File: config.mk
export PLATFORM = sky130hd
export DESIGN_NAME = alu_sequencer
export DESIGN_NICKNAME = d
export VERILOG_FILES = /design/src/rtl/alu_sequencer.sv
export SDC_FILE = /design/constraint.sdc
export NUM_CORES = 1
export LEC_CHECK = 0
export BUFFER_PORTS_ARGS = -buffer_cell sky130_fd_sc_hd__buf_2
export CORE_ASPECT_RATIO = 1.4
export CORE_UTILIZATION = 50
export DETAILED_ROUTE_END_ITERATION = 16
export GPL_ROUTABILITY_DRIVEN = 0
export HOLD_SLACK_MARGIN = 0.15
export PLACE_DENSITY = 0.76
export SETUP_SLACK_MARGIN = 0.1
export SLEW_MARGIN = 20
export SYNTH_ARGS = -nofsm -noshare
export SYNTH_HDL_FRONTEND = slang
export SYNTH_SLANG_ARGS = --single-unit
File: constraint.sdc
create_clock -name clk -period 4.6 [get_ports clk]
set_clock_uncertainty 0.2 [all_clocks]
set_input_delay 0.23 -clock clk [delete_from_list [all_inputs] [get_ports clk]]
set_output_delay 0.23 -clock clk [all_outputs]
set_load 0.005 [all_outputs]
File: src/rtl/alu_sequencer.sv
// Command front-end for the 8-bit bit-sliced ALU stack: drives operand bytes and
// selects, chains two byte passes for 16-bit work, and returns a registered response.
module alu_sequencer (
   input  logic        clk,
   input  logic        rst,
   input  logic        cmd_valid,
   output logic        cmd_ready,
   input  logic [2:0]  cmd_op,
   input  logic        cmd_wide,
   input  logic [15:0] cmd_a,
   input  logic [15:0] cmd_b,
   output logic [7:0]  alu_a,
   output logic [7:0]  alu_b,
   output logic        alu_cin,
   output logic        alu_bin,
   output logic [4:0]  alu_sel,
   input  logic [7:0]  alu_z,
   input  logic        alu_carry,
   input  logic        alu_overflow,
   output logic        rsp_valid,
   input  logic        rsp_ready,
   output logic [15:0] rsp_z,
   output logic        rsp_carry,
   output logic        rsp_overflow,
   output logic        rsp_zero,
   output logic        rsp_err
);

   localparam logic [1:0] IDLE = 2'd0;
   localparam logic [1:0] LO   = 2'd1;
   localparam logic [1:0] HI   = 2'd2;
   localparam logic [1:0] RESP = 2'd3;

   localparam logic [2:0] OP_ADD = 3'd0;
   localparam logic [2:0] OP_SUB = 3'd1;
   localparam logic [2:0] OP_AND = 3'd2;
   localparam logic [2:0] OP_OR  = 3'd3;
   localparam logic [2:0] OP_XOR = 3'd4;
   localparam logic [2:0] OP_ADC = 3'd5;
   localparam logic [2:0] OP_SBB = 3'd6;
   localparam logic [2:0] OP_ILL = 3'd7;

   logic [1:0]  state;
   logic [2:0]  op_q;
   logic        wide_q;
   logic [7:0]  a_hi;
   logic [7:0]  b_hi;
   logic [15:0] res;
   logic        c_int;
   logic        v_int;
   logic        c_flag;

   logic        q_arith;
   logic        q_illegal;
   logic        res_zero;

   function automatic logic [4:0] sel_of(input logic [2:0] op);
      case (op)
         OP_ADD, OP_ADC: return 5'b00001;
         OP_SUB, OP_SBB: return 5'b00010;
         OP_AND:         return 5'b00100;
         OP_OR:          return 5'b01000;
         OP_XOR:         return 5'b10000;
         default:        return 5'b00000;
      endcase
   endfunction

   function automatic logic is_add(input logic [2:0] op);
      return (op == OP_ADD) || (op == OP_ADC);
   endfunction

   function automatic logic is_sub(input logic [2:0] op);
      return (op == OP_SUB) || (op == OP_SBB);
   endfunction

   assign cmd_ready = (state == IDLE) && !rst;
   assign q_arith   = is_add(op_q) || is_sub(op_q);
   assign q_illegal = (op_q == OP_ILL);
   assign res_zero  = wide_q ? (res == 16'd0) : (res[7:0] == 8'd0);

   // RESP spends one cycle formatting the response from res, then holds it until taken.
   always_ff @(posedge clk) begin
      if (rst) begin
         state        <= IDLE;
         op_q         <= 3'd0;
         wide_q       <= 1'b0;
         a_hi         <= 8'd0;
         b_hi         <= 8'd0;
         res          <= 16'd0;
         c_int        <= 1'b0;
         v_int        <= 1'b0;
         c_flag       <= 1'b0;
         alu_a        <= 8'd0;
         alu_b        <= 8'd0;
         alu_cin      <= 1'b0;
         alu_bin      <= 1'b0;
         alu_sel      <= 5'd0;
         rsp_valid    <= 1'b0;
         rsp_z        <= 16'd0;
         rsp_carry    <= 1'b0;
         rsp_overflow <= 1'b0;
         rsp_zero     <= 1'b0;
         rsp_err      <= 1'b0;
      end else begin
         case (state)
            IDLE: begin
               if (cmd_valid) begin
                  op_q   <= cmd_op;
                  wide_q <= cmd_wide;
                  a_hi   <= cmd_a[15:8];
                  b_hi   <= cmd_b[15:8];
                  res    <= 16'd0;
                  c_int  <= 1'b0;
                  v_int  <= 1'b0;
                  if (cmd_op == OP_ILL) begin
                     state <= RESP;
                  end else begin
                     alu_a   <= cmd_a[7:0];
                     alu_b   <= cmd_b[7:0];
                     alu_sel <= sel_of(cmd_op);
                     alu_cin <= (cmd_op == OP_ADC) ? c_flag : 1'b0;
                     alu_bin <= (cmd_op == OP_SUB) ? 1'b1 :
                                (cmd_op == OP_SBB) ? c_flag : 1'b0;
                     state   <= LO;
                  end
               end
            end
            LO: begin
               res[7:0] <= alu_z;
               c_int    <= alu_carry;
               v_int    <= alu_overflow;
               if (wide_q) begin
                  alu_a   <= a_hi;
                  alu_b   <= b_hi;
                  alu_cin <= is_add(op_q) && alu_carry;
                  alu_bin <= is_sub(op_q) && alu_carry;
                  state   <= HI;
               end else begin
                  alu_a   <= 8'd0;
                  alu_b   <= 8'd0;
                  alu_cin <= 1'b0;
                  alu_bin <= 1'b0;
                  alu_sel <= 5'd0;
                  state   <= RESP;
               end
            end
            HI: begin
               res[15:8] <= alu_z;
               c_int     <= alu_carry;
               v_int     <= alu_overflow;
               alu_a     <= 8'd0;
               alu_b     <= 8'd0;
               alu_cin   <= 1'b0;
               alu_bin   <= 1'b0;
               alu_sel   <= 5'd0;
               state     <= RESP;
            end
            RESP: begin
               if (!rsp_valid) begin
                  rsp_valid    <= 1'b1;
                  rsp_z        <= q_illegal ? 16'd0 : (wide_q ? res : {8'd0, res[7:0]});
                  rsp_carry    <= q_arith && c_int;
                  rsp_overflow <= q_arith && v_int;
                  rsp_zero     <= !q_illegal && res_zero;
                  rsp_err      <= q_illegal;
                  if (q_arith) begin
                     c_flag <= c_int;
                  end
               end else if (rsp_ready) begin
                  rsp_valid <= 1'b0;
                  state     <= IDLE;
               end
            end
            default: state <= IDLE;
         endcase
      end
   end

endmodule

==> reports/metrics.csv <==
metric,value,unit
critical_path_peak_fanout,26,
critical_path_required,4.67,ns
critPathLaunchType,flip-flop,
clockRootBuffer,clkbuf_8,
post_cts.repair.setup_buffers,0,
finalSetupViolations,0,
core-area,6700,µm²
tritoncts,done,
post-synth-top-area-cell,dfxtp_1,
area.growth.synth_to_final,30.83,%
ir_drop,0.0004414,V
grt_antenna_before_repair,0,
clk_transition_reported_paths,0.09,ns
synthCells,402,
route.vias.total,3344,
global_route.overflow_total,0,
initial_utilization,52.89,%
drv_slew,0,
num-nets-final,574,
ctsResizeCount,0,
drc,0,
die_y,101.6,µm
fin_total_pwr,2.554,mW
die_area,7432,µm²
worstSetupEndpointType,flip-flop,
n_antenna_cell,0,
fin_tns_setup,0,ns
timing.final.crit_share,62.20,%
run_status,finished clean,
vias_in_the_first_global_route,3313,
clock-sinks,85,
synth_fp_nets,458,
cts_made_buffers,9,
worst_ep_arrival_time,2.93,ns
postLayoutSetupSlackWorst,1.739,ns
maxCapViolCount,0,
grt_setup_unrepaired,no,
io_pins,95,
finalHoldViolations,0,
tightestPinTransition,1.103,ns
fraction_of_layout_instances_using_a_drive_strength_above_1,24.67,%
yosys_warnings,0,
static-leakage-power,1.934,nW
post_synthesis_average_cell_area,8.814,µm²
number_of_register_bits_inferred_by_synthesis,85,
via_per_inst,5.437,
grt_usage,25.87,%
worstSetupPathType,reg2reg,
drt_first_pass_iters,5,
maximum_number_of_pins_on_one_net_before_global_route_repair,57,
timing.fmax,349.5,MHz
headroom_to_the_max_slew_limit,26.44,%
first_pass_grt_wire_length,14700,µm
synth.top_cell.area_share,48.02,%
drtAntennaViolNets,0,
drt_first_iter_violations,193,
detailedPlace.worstSlack,1.736,ns
later_pin_clock_latency_in_the_skew_report,0.36,ns
die_w,73.15,µm
sequential_area_share_after_synthesis,48.02,%
detail_route.wl_per_cell,14.99,µm
hpwlAfterDp,5717,µm
postRouteWirelength,9218,µm
power_density,551.0,nW/µm²
row_count,35,
summed_instance_area_of_the_synthesized_netlist,3543,µm²
hold_path_class,in2reg,
synth_cell_type_count,44,
num-fill-cells,561,
ctsLongestPathBuffers,2,
place.port_buffers,94,
cts.htree.levels,3,
netlist_top_cells_area,"dfxtp_1, a21oi_1, nor2_1",
timing.final.crit_period,2.861,ns
[critical path, stage by stage, from the launching register on]
cell and delay [ns]:
dfxtp_1 0.43, inv_1 0.11, ha_1 0.86, and3_1 0.74, a31oi_1 0.16, a211oi_1 0.26
[final timing paths]
check                                            from                    end  slack [ns]  cells after the start
worst min-delay path                         cmd_a[6]  alu_a[6]$_SDFFE_PP0P_        0.15                      4
worst max register to register  state[1]$_SDFFE_PP0P_   alu_bin$_SDFFE_PP0P_        1.74                      5
worst min register to register   b_hi[3]$_SDFFE_PP0P_   b_hi[3]$_SDFFE_PP0P_        0.26                      2
worst max-delay path            state[1]$_SDFFE_PP0P_   alu_bin$_SDFFE_PP0P_        1.74                      5
[Yosys cell counts (all sizes together)]
master,count
and3,1
nand4,2
and2,4
nor2b,20
dfxtp,85
and4,1
nor3,3
a221oi,1
a211oi,18
o211ai,1
nor4,2
xnor2,1
ha,6
nand3,6
nor4b,1
a2111oi,1
nand3b,1
nand2b,6
buf,13
nand2,45
or4,2
o21ai,6
a22oi,22
a21oi,46
a311oi,2
a22o,1
and2b,1
a32oi,12
clkbuf,20
a31oi,2
nand4b,2
inv,3
a21bo,1
nor2,61
mux2i,2
or3b,1
[routing by layer]
metal  global-route usage, %  vias up  share of wire (%)
li1                        -     1646                  -
met1                   28.12     1549                 40
met2                   45.16      119                 51
met3                   4.080       30                4.9
met4                   18.25        0                3.9
met5                       0        -                  0
[per-stage QoR]
step                util [%]  cell area [µm²]  instances  hold WS (ns)
floorplan                  -             3543        402        0.1660
global placement       59.57             3991        557        0.2425
detailed placement     59.57             3991        557        0.2470
CTS                    69.19             4636        615        0.1529
global route           69.19             4636        615        0.1536
finish                 69.19             4636        615        0.1548
[power breakdown]
group | leakage [nW] | switching [mW] | internal [mW]
clock network | 0.114 | 0.264 | 0.323
logic | 1.13 | 0.599 | 0.374
registers | 0.694 | 0.105 | 0.890
total | 1.93 | 0.968 | 1.59
[area by class of cell]
| type | count | area, µm² | share of cell area (%) |
|---|---|---|---|
| well taps | 92 | 115.1 | 2.483 |
| multi-input cells | 281 | 1678 | 36.19 |
| clock buffers | 11 | 141.4 | 3.050 |
| repair buffers | 138 | 905.9 | 19.54 |
| flip-flops and latches | 85 | 1702 | 36.71 |
| inverters | 3 | 11.26 | 0.2429 |
| clock inverters | 5 | 82.58 | 1.781 |
[placed cells by master, fill, tap and decap left out, types with 10 or more instances in the layout]
cell           instances
a211oi_2              12
a21oi_1               46
a22oi_1               22
a32oi_1               12
buf_2                 94
clkbuf_8              10
dfxtp_1               85
dlygate4sd3_1         42
nand2_1               45
nor2_1                61
nor2b_1               20
[cells by family after synthesis]
kind of cell	share of synthesized area [%]
flip-flops	48.02
AO/OA/AOI/OAI	23.27
AND/OR/NAND/NOR	21.15
multiplexers	0.5650
buffers and inverters	4.626
XOR/XNOR	0.2472
adder cells (fa/ha/maj)	2.119
[sequential cells by signal, indices dropped and copies added, names as in the netlist, 2 cells and up]
signal	cells
alu_a	8
a_hi	8
alu_sel	5
state	2
b_hi	8
alu_b	8
res	16
op_q	3
rsp_z	16
[what timing repair did]
action,CTS,global route
hold buffers,42,0
setup endpoints to repair,0,0
endpoints found under the hold margin,57,0
(Power assumes the default switching activity.)
